===== src/rtl/serial_parity_pkg.sv =====
// Shared definitions for the serial parity transmitter: FSM encoding and the
// width of the ones counter.
package serial_parity_pkg;

    localparam logic [1:0] IDLE_ENC  = 2'd0;
    localparam logic [1:0] SHIFT_ENC = 2'd1;
    localparam logic [1:0] PAR_ENC   = 2'd2;

    typedef enum logic [1:0] {
        IDLE  = IDLE_ENC,
        SHIFT = SHIFT_ENC,
        PAR   = PAR_ENC
    } state_t;

    // Bits needed to hold a count of 0..width ones.
    function automatic int count_width(input int width);
        return $clog2(width + 1);
    endfunction

endpackage


===== src/rtl/parity_shift_reg.sv =====
// Loadable shift register with selectable direction. It exposes the bit that
// will be at the serial tap after this edge and the matching running ones count.
module parity_shift_reg
    import serial_parity_pkg::*;
#(
    parameter int WIDTH     = 8,
    parameter bit LSB_FIRST = 1'b0,
    parameter int CW        = count_width(WIDTH)
) (
    input  logic             clock,
    input  logic             reset_n,
    input  logic             load,
    input  logic             shift,
    input  logic [WIDTH-1:0] data_in,
    output logic             tap_next,
    output logic [CW-1:0]    count_next
);

    logic [WIDTH-1:0] sreg;
    logic [WIDTH-1:0] sreg_next;
    logic [CW-1:0]    count;

    // The tap always reads the head of the register, so the count includes the
    // head bit as soon as it is presented.
    always_comb begin
        sreg_next = sreg;
        if (load) begin
            sreg_next = data_in;
        end else if (shift) begin
            sreg_next = LSB_FIRST ? (sreg >> 1) : (sreg << 1);
        end

        tap_next = LSB_FIRST ? sreg_next[0] : sreg_next[WIDTH-1];

        count_next = count;
        if (load) begin
            count_next = CW'(tap_next);
        end else if (shift) begin
            count_next = count + CW'(tap_next);
        end
    end

    always_ff @(posedge clock or negedge reset_n) begin
        if (!reset_n) begin
            sreg  <= '0;
            count <= '0;
        end else begin
            sreg  <= sreg_next;
            count <= count_next;
        end
    end

endmodule


===== src/rtl/serial_parity_tx.sv =====
// Parallel-to-serial transmitter with ones count and even/odd parity; the
// parity bit can optionally trail the data bits on the serial line.
//
// Handshake: a word is accepted on a rising edge where load=1 and ready=1;
// load at any other edge is ignored. serial_valid qualifies serial_out.
module serial_parity_tx
    import serial_parity_pkg::*;
#(
    parameter int WIDTH         = 8,
    parameter bit ODD_PARITY    = 1'b0,
    parameter bit LSB_FIRST     = 1'b0,
    parameter bit APPEND_PARITY = 1'b1
) (
    input  logic                          clock,
    input  logic                          reset_n,
    input  logic                          load,
    input  logic [WIDTH-1:0]              data_in,
    output logic                          ready,
    output logic                          busy,
    output logic                          serial_out,
    output logic                          serial_valid,
    output logic [count_width(WIDTH)-1:0] ones_count,
    output logic                          parity,
    output logic                          done,
    output state_t                        fsm_state
);

    localparam int CW = count_width(WIDTH);
    localparam int BW = $clog2(WIDTH);
    localparam logic [BW-1:0] LAST     = BW'(WIDTH - 1);
    localparam logic [BW-1:0] PRE_LAST = BW'(WIDTH - 2);

    state_t        state;
    state_t        state_next;
    logic [BW-1:0] bit_cnt;
    logic [BW-1:0] bit_cnt_next;
    logic          serial_out_next;
    logic          serial_valid_next;
    logic          done_next;
    logic [CW-1:0] ones_count_next;
    logic          parity_next;
    logic          sr_load;
    logic          sr_shift;
    logic          tap_next;
    logic [CW-1:0] count_next;
    logic          parity_bit;

    parity_shift_reg #(
        .WIDTH     (WIDTH),
        .LSB_FIRST (LSB_FIRST),
        .CW        (CW)
    ) u_shift (
        .clock      (clock),
        .reset_n    (reset_n),
        .load       (sr_load),
        .shift      (sr_shift),
        .data_in    (data_in),
        .tap_next   (tap_next),
        .count_next (count_next)
    );

    assign parity_bit = count_next[0] ^ ODD_PARITY;

    always_comb begin
        state_next        = state;
        bit_cnt_next      = bit_cnt;
        serial_out_next   = 1'b0;
        serial_valid_next = 1'b0;
        done_next         = 1'b0;
        ones_count_next   = ones_count;
        parity_next       = parity;
        sr_load           = 1'b0;
        sr_shift          = 1'b0;

        case (state)
            IDLE: begin
                if (load) begin
                    sr_load           = 1'b1;
                    state_next        = SHIFT;
                    bit_cnt_next      = '0;
                    serial_out_next   = tap_next;
                    serial_valid_next = 1'b1;
                    ones_count_next   = '0;
                    parity_next       = 1'b0;
                end
            end
            SHIFT: begin
                if (bit_cnt == LAST) begin
                    // Last data bit is on the line now; the count is final.
                    if (APPEND_PARITY) begin
                        state_next        = PAR;
                        serial_out_next   = parity_bit;
                        serial_valid_next = 1'b1;
                        done_next         = 1'b1;
                        ones_count_next   = count_next;
                        parity_next       = parity_bit;
                    end else begin
                        state_next = IDLE;
                    end
                end else begin
                    sr_shift          = 1'b1;
                    bit_cnt_next      = bit_cnt + BW'(1);
                    serial_out_next   = tap_next;
                    serial_valid_next = 1'b1;
                    // Without a parity bit, the edge presenting the final data
                    // bit is the one that completes the word.
                    if (!APPEND_PARITY && (bit_cnt == PRE_LAST)) begin
                        done_next       = 1'b1;
                        ones_count_next = count_next;
                        parity_next     = parity_bit;
                    end
                end
            end
            PAR: begin
                state_next = IDLE;
            end
            default: begin
                state_next = IDLE;
            end
        endcase
    end

    always_ff @(posedge clock or negedge reset_n) begin
        if (!reset_n) begin
            state        <= IDLE;
            bit_cnt      <= '0;
            serial_out   <= 1'b0;
            serial_valid <= 1'b0;
            done         <= 1'b0;
            ones_count   <= '0;
            parity       <= 1'b0;
        end else begin
            state        <= state_next;
            bit_cnt      <= bit_cnt_next;
            serial_out   <= serial_out_next;
            serial_valid <= serial_valid_next;
            done         <= done_next;
            ones_count   <= ones_count_next;
            parity       <= parity_next;
        end
    end

    assign ready     = (state == IDLE);
    assign busy      = (state == SHIFT) || (state == PAR);
    assign fsm_state = state;

endmodule


===== config.mk =====
export PLATFORM = sky130hd
export DESIGN_NAME = serial_parity_tx
export DESIGN_NICKNAME = d
export VERILOG_FILES = /design/src/rtl/serial_parity_pkg.sv /design/src/rtl/parity_shift_reg.sv /design/src/rtl/serial_parity_tx.sv
export SDC_FILE = /design/constraint.sdc
export NUM_CORES = 1
export LEC_CHECK = 0
export ABC_CLOCK_PERIOD_IN_PS = 3850
export CAP_MARGIN = 20
export CORE_MARGIN = 10
export CORE_UTILIZATION = 52
export DETAILED_ROUTE_END_ITERATION = 10
export MAX_ROUTING_LAYER = met4
export PLACE_DENSITY_LB_ADDON = 0.3
export SKIP_LAST_GASP = 1
export SLEW_MARGIN = 20
export SYNTH_ARGS = -nofsm -noshare
export SYNTH_HDL_FRONTEND = slang
export SYNTH_HIERARCHICAL = 1
export SYNTH_SLANG_ARGS = --single-unit

===== constraint.sdc =====
create_clock -name clock -period 3.85 [get_ports clock]
set_input_delay 0.77 -clock clock [delete_from_list [all_inputs] [get_ports clock]]
set_output_delay 0.77 -clock clock [all_outputs]
set_load 0.01 [all_outputs]

Yosys cells after proc, flatten, opt, wreduce, memory -nomap -nowiden --
Index checks and enable logic that the tools add are counted. W data, S select, Z words.
Word-level totals: flip-flop bits (word level) 25, latch bits 0, bits in writable memories 0, bits in read-only memories 0, input port bits 11, output and inout port bits 12, logic and storage cells 51, memories 0
Operators by class: add/sub/neg operators 2, multiply operators 0, div/mod/pow operators 0, magnitude comparators 0, equality and inequality tests 6, shift operators 0, mux-type cells 26, bitwise operators 0, reductions and logical operators 7
Operators by type and width (count):
- $mux W4 | 4
- $mux W8 | 2
- $mux W1 | 10
- $pmux W4 S2 | 1
- $mux W3 | 2
- $ne A2 B2 Y1 const B | 3
- $pmux W1 S2 | 3
- $pmux W3 S2 | 1
- $reduce_and A3 Y1 | 2
- $add A4 B1 Y4 | 1
- $mux W2 | 2
- $pmux W2 S2 | 1
- $reduce_bool A2 Y1 | 2
- $add A3 B1 Y3 const B | 1
- $eq A3 B3 Y1 const B | 1
- $eq A2 B1 Y1 const B | 1
- $eq A2 B2 Y1 const B | 1
- $logic_not A2 Y1 | 1
- $reduce_and A2 Y1 | 1
- $logic_or A1 B1 Y1 | 1

Longest topological paths before layout --
depth after elaboration 10, depth in mapped cells 12

Cells and area by module --
Netlist, hierarchy kept.
Modules (own cells, without submodules):
- serial_parity_tx | instances 1, cells an instance 78, area each 785.8 µm², sequential area each 300.3 µm²
- parity_shift_reg | instances 1, cells an instance 50, area each 580.6 µm², sequential area each 300.3 µm²

Worst setup path before layout --
No wires, ideal clock.
path kind register to register, start register bit_cnt[0], end register serial_out, data arrival time 2.975 ns, data required time 3.729 ns, slack 0.754 ns, stages on the path, launching flop included 12, clock period less this slack 3.096 ns, path through dfrtp_1 -> ha_1 -> ha_1 -> nor2b_2 -> buf_6 -> mux2_1 -> mux2_2 -> ha_1 -> mux2_1 -> mux2_2 -> mux2_2 -> a22o_1
Between the ends: cells in the longest elaborated chain, start to end 10
RTL lines:
- start, declared | line serial_parity_tx.sv:35 | logic [BW-1:0] bit_cnt;
- start signal, assigned | line serial_parity_tx.sv:134 | bit_cnt <= bit_cnt_next;
- $eq A3 B3 Y1 * | line serial_parity_tx.sv:88 | if (bit_cnt == LAST) begin
- $mux W1 * | line serial_parity_tx.sv:88
- $mux W1 * | line serial_parity_tx.sv:75 | case (state)
- named net sr_shift | line serial_parity_tx.sv:43 | logic sr_shift;
- $mux W8 * | line parity_shift_reg.sv:29 | end else if (shift) begin
- $mux W8 * | line parity_shift_reg.sv:27 | if (load) begin
- named net tap_next | line serial_parity_tx.sv:44 | logic tap_next;
- $add A4 B1 Y4 | line parity_shift_reg.sv:39 | count_next = count + CW'(tap_next);
- $mux W4 | line parity_shift_reg.sv:38 | end else if (shift) begin
- $mux W4 * | line parity_shift_reg.sv:36 | if (load) begin
- named net count_next[0] | line serial_parity_tx.sv:45 | logic [CW-1:0] count_next;
- $mux W1 * | line serial_parity_tx.sv:88
- $pmux W1 S2 * | line serial_parity_tx.sv:75
- named net serial_out_next | line serial_parity_tx.sv:37 | logic serial_out_next;
- end signal, assigned | line serial_parity_tx.sv:135 | serial_out <= serial_out_next;
- end, declared | line serial_parity_tx.sv:20 | output logic serial_out,
Mark *: on every way through the listed nets, which the timed path passes. The rest lies on a longest branch. The select of a mux whose other input is x is not followed. A chain may end at the register's enable or synchronous reset.

Final worst setup path --
start register bit_cnt[0], end register serial_out
Between the ends: cells in the longest elaborated chain, start to end 10
RTL lines (line):
- $eq A3 B3 Y1 * | serial_parity_tx.sv:88
- $mux W1 * | serial_parity_tx.sv:88
- $mux W1 * | serial_parity_tx.sv:75
- $mux W8 * | parity_shift_reg.sv:29
- $mux W8 * | parity_shift_reg.sv:27
- named net tap_next | serial_parity_tx.sv:44
- $add A4 B1 Y4 | parity_shift_reg.sv:39
- $mux W4 | parity_shift_reg.sv:38
- $mux W4 * | parity_shift_reg.sv:36
- named net count_next[0] | serial_parity_tx.sv:45
- $mux W1 * | serial_parity_tx.sv:88
- $pmux W1 S2 * | serial_parity_tx.sv:75
- named net serial_out_next | serial_parity_tx.sv:37
Marked as above.

==> results.json <==
{
  "status": "finished, final reports clean",
  "yosys-top-cells-count": "dfrtp_1, o21ai_0, mux2i_1",
  "layout-drive-gt1-share_pct": 15.6,
  "slew_headroom_pct": 64.6,
  "num_antenna_cells": 0,
  "die_y_um": 71.3,
  "firstDrtPassIters": 4,
  "final-setup-viol-count": 0,
  "cts_tree": "done",
  "grt_pass1_wl_um": 5020,
  "synth_flop_cell": "dfrtp_1",
  "routed_wirelength_um": 2800,
  "cts_made_buffers": 3,
  "avgSynthCellArea_um2": 10.7,
  "synth.largest_area_cell": "dfrtp_1",
  "ir_worst_vdd_uv": 426,
  "synth_nets": 145,
  "insertion_delay_ns": 0.31,
  "synth_edf_count": 0,
  "ant_nets": 0,
  "initial_core_util_pct": 54.7,
  "gp_congestion": 0.748,
  "finish.utilization_pct": 63.2,
  "grt_overflow": 0,
  "drt_iter0_drc": 50,
  "layout.nets": 166,
  "post_cts.repair.setup_buffers": 0,
  "num-fill-cells": 219,
  "areaGrowthSynthToFinish_pct": 15.6,
  "worst-path-max-fanout": 15,
  "p_leak_nw": 0.689,
  "rows": 18,
  "vias": 1014,
  "clk_path_buf_depth": 2,
  "synth_cell_type_count": 35,
  "synth_area_um2": 1370,
  "die_w_um": 71.3,
  "ys_async_sr_fraction_pct": 100,
  "drc": 0,
  "crit_type": "reg -> reg",
  "track_usage_pct": 11.9,
  "ys_top_cells_by_area": "dfrtp_1, mux2i_1, ha_1",
  "cts_resized": 0,
  "critPathArrivalTime_ns": 3.56,
  "fin_tns_setup_ns": 0,
  "htree_levels": 1,
  "start_kind": "flip-flop",
  "hpwl_um": 2040,
  "root_buffer": "clkbuf_4",
  "pre_cts_slack_ns": 0.548,
  "max_freq_mhz": 299,
  "crit_path_end_kind": "flip-flop",
  "grt_pass1_vias": 1049,
  "syn_inst": 128,
  "grt_start_max_net_pins": 25,
  "viasPerCell": 5.73,
  "io_buffers": 22,
  "finalHoldViolations": 0,
  "yosysSeqAreaShare_pct": 44.0,
  "synth.most_common_cell": "dfrtp_1",
  "drv_slew": 0,
  "cap_violations": 0,
  "min_path_type": "in -> async",
  "cts_hold_buf": 0,
  "ys_ff_latch": 24,
  "cts.sinks": 24,
  "min_period_ns": 3.35,
  "antenna_found_initial": 0,
  "powerDensity_nw_per_um2": 717,
  "yosysTopAreaCellShare_pct": 44.0,
  "cp.required_ns": 4.06,
  "fin_skew_ns": 0.00364,
  "rsz0062_at_grt": "false",
  "cts.clk_slew.worst_paths_ns": 0.13,
  "period_share_pct": 87.0,
  "dieArea_um2": 5080,
  "max_slew.worst_pin.slew_ns": 0.531,
  "fin_ws_ns": 0.501,
  "core_um2": 2500,
  "ys_warn_count": 6,
  "wl_per_cell_um": 15.8,
  "num_io_pins": 23
}
==> through the flow <==
step	power [mW]	instance area (um^2)	std cells	hold slack [ns]
CTS	1.14	1580	177	0.536
floorplan	0.873	1370	128	0.466
global placement	0.995	1560	174	0.484
finish	1.13	1580	177	0.420
detailed placement	1.03	1560	174	0.499
global route	1.23	1580	177	0.443
==> cells in the final DEF (no fill, tap or decap), types with 6 or more instances in the layout <==
| master | synthesis | layout |
|---|---|---|
| o21ai_0 | 9 | 9 |
| clkdlybuf4s50_1 | 0 | 21 |
| dfrtp_1 | 24 | 24 |
| nor2b_1 | 6 | 6 |
| nand2_1 | 7 | 7 |
| mux2i_1 | 8 | 8 |
| ha_1 | 6 | 6 |
| nor2_1 | 6 | 6 |
==> layout make-up <==
cell class | count | area (um^2) | share of cell area, %
well taps | 30 | 37.5 | 2.38
flip-flops and latches | 24 | 601 | 38.0
multi-input cells | 91 | 658 | 41.7
inverters | 2 | 7.51 | 0.475
clock buffers | 3 | 22.5 | 1.43
repair buffers | 27 | 253 | 16.0
==> worst paths after layout <==
kind / start / endpoint / slack (ns) / cells past startpoint
worst max-delay path: bit_cnt[0] / serial_out / 0.50 / 10
worst min-delay path: reset_n / u_shift/sreg[0] / 0.42 / 1
worst max register to register: bit_cnt[0] / serial_out / 0.50 / 10
worst min register to register: u_shift/sreg[0] / u_shift/sreg[0] / 0.54 / 1
max in group asynchronous: reset_n / parity / 3.08 / 1
min in group clock: u_shift/sreg[0] / u_shift/sreg[0] / 0.54 / 1
==> critical path, stage by stage, from the launching register on <==
cell	delay [ns]
dfrtp_1	0.46
ha_1	0.22
ha_1	0.36
nor2b_2	0.21
mux2_1	0.34
mux2_2	0.31
ha_1	0.32
mux2_1	0.30
mux2_2	0.29
mux2_2	0.27
a22o_1	0.18
==> power breakdown <==
part	internal (mW)	leakage (nW)	switching (mW)	total, mW
Combinational	0.305	0.365	0.320	0.625
Clock	0.0366	0.0138	0.0722	0.109
Sequential	0.343	0.310	0.0556	0.399
==> cells by family after synthesis <==
group | synth area share, %
and+or+nand+nor | 18.3
buffers and inverters | 7.88
adders and majority gates | 5.49
AOI/OAI and AO/OA | 13.6
muxes | 10.8
DFF | 44.0
==> routing by layer <==
metal / share of wire [%] / vias to the layer above / track usage [%] / wire length [um]
met5: 0 / - / - / 0
met3: 4.6 / 2 / 3.58 / 128
met4: 0.50 / 0 / 1.94 / 14
met2: 51 / 18 / 19.3 / 1420
met1: 44 / 501 / 14.3 / 1240
li1: - / 493 / - / -
==> sequential cells by signal, indices dropped and copies added, names as in the netlist <==
register / flops
u_shift/sreg: 8
u_shift/count: 4
bit_cnt: 3
ones_count: 3
fsm_state: 2
done: 1
parity: 1
serial_out: 1
serial_valid: 1
(Power assumes the default switching activity.)
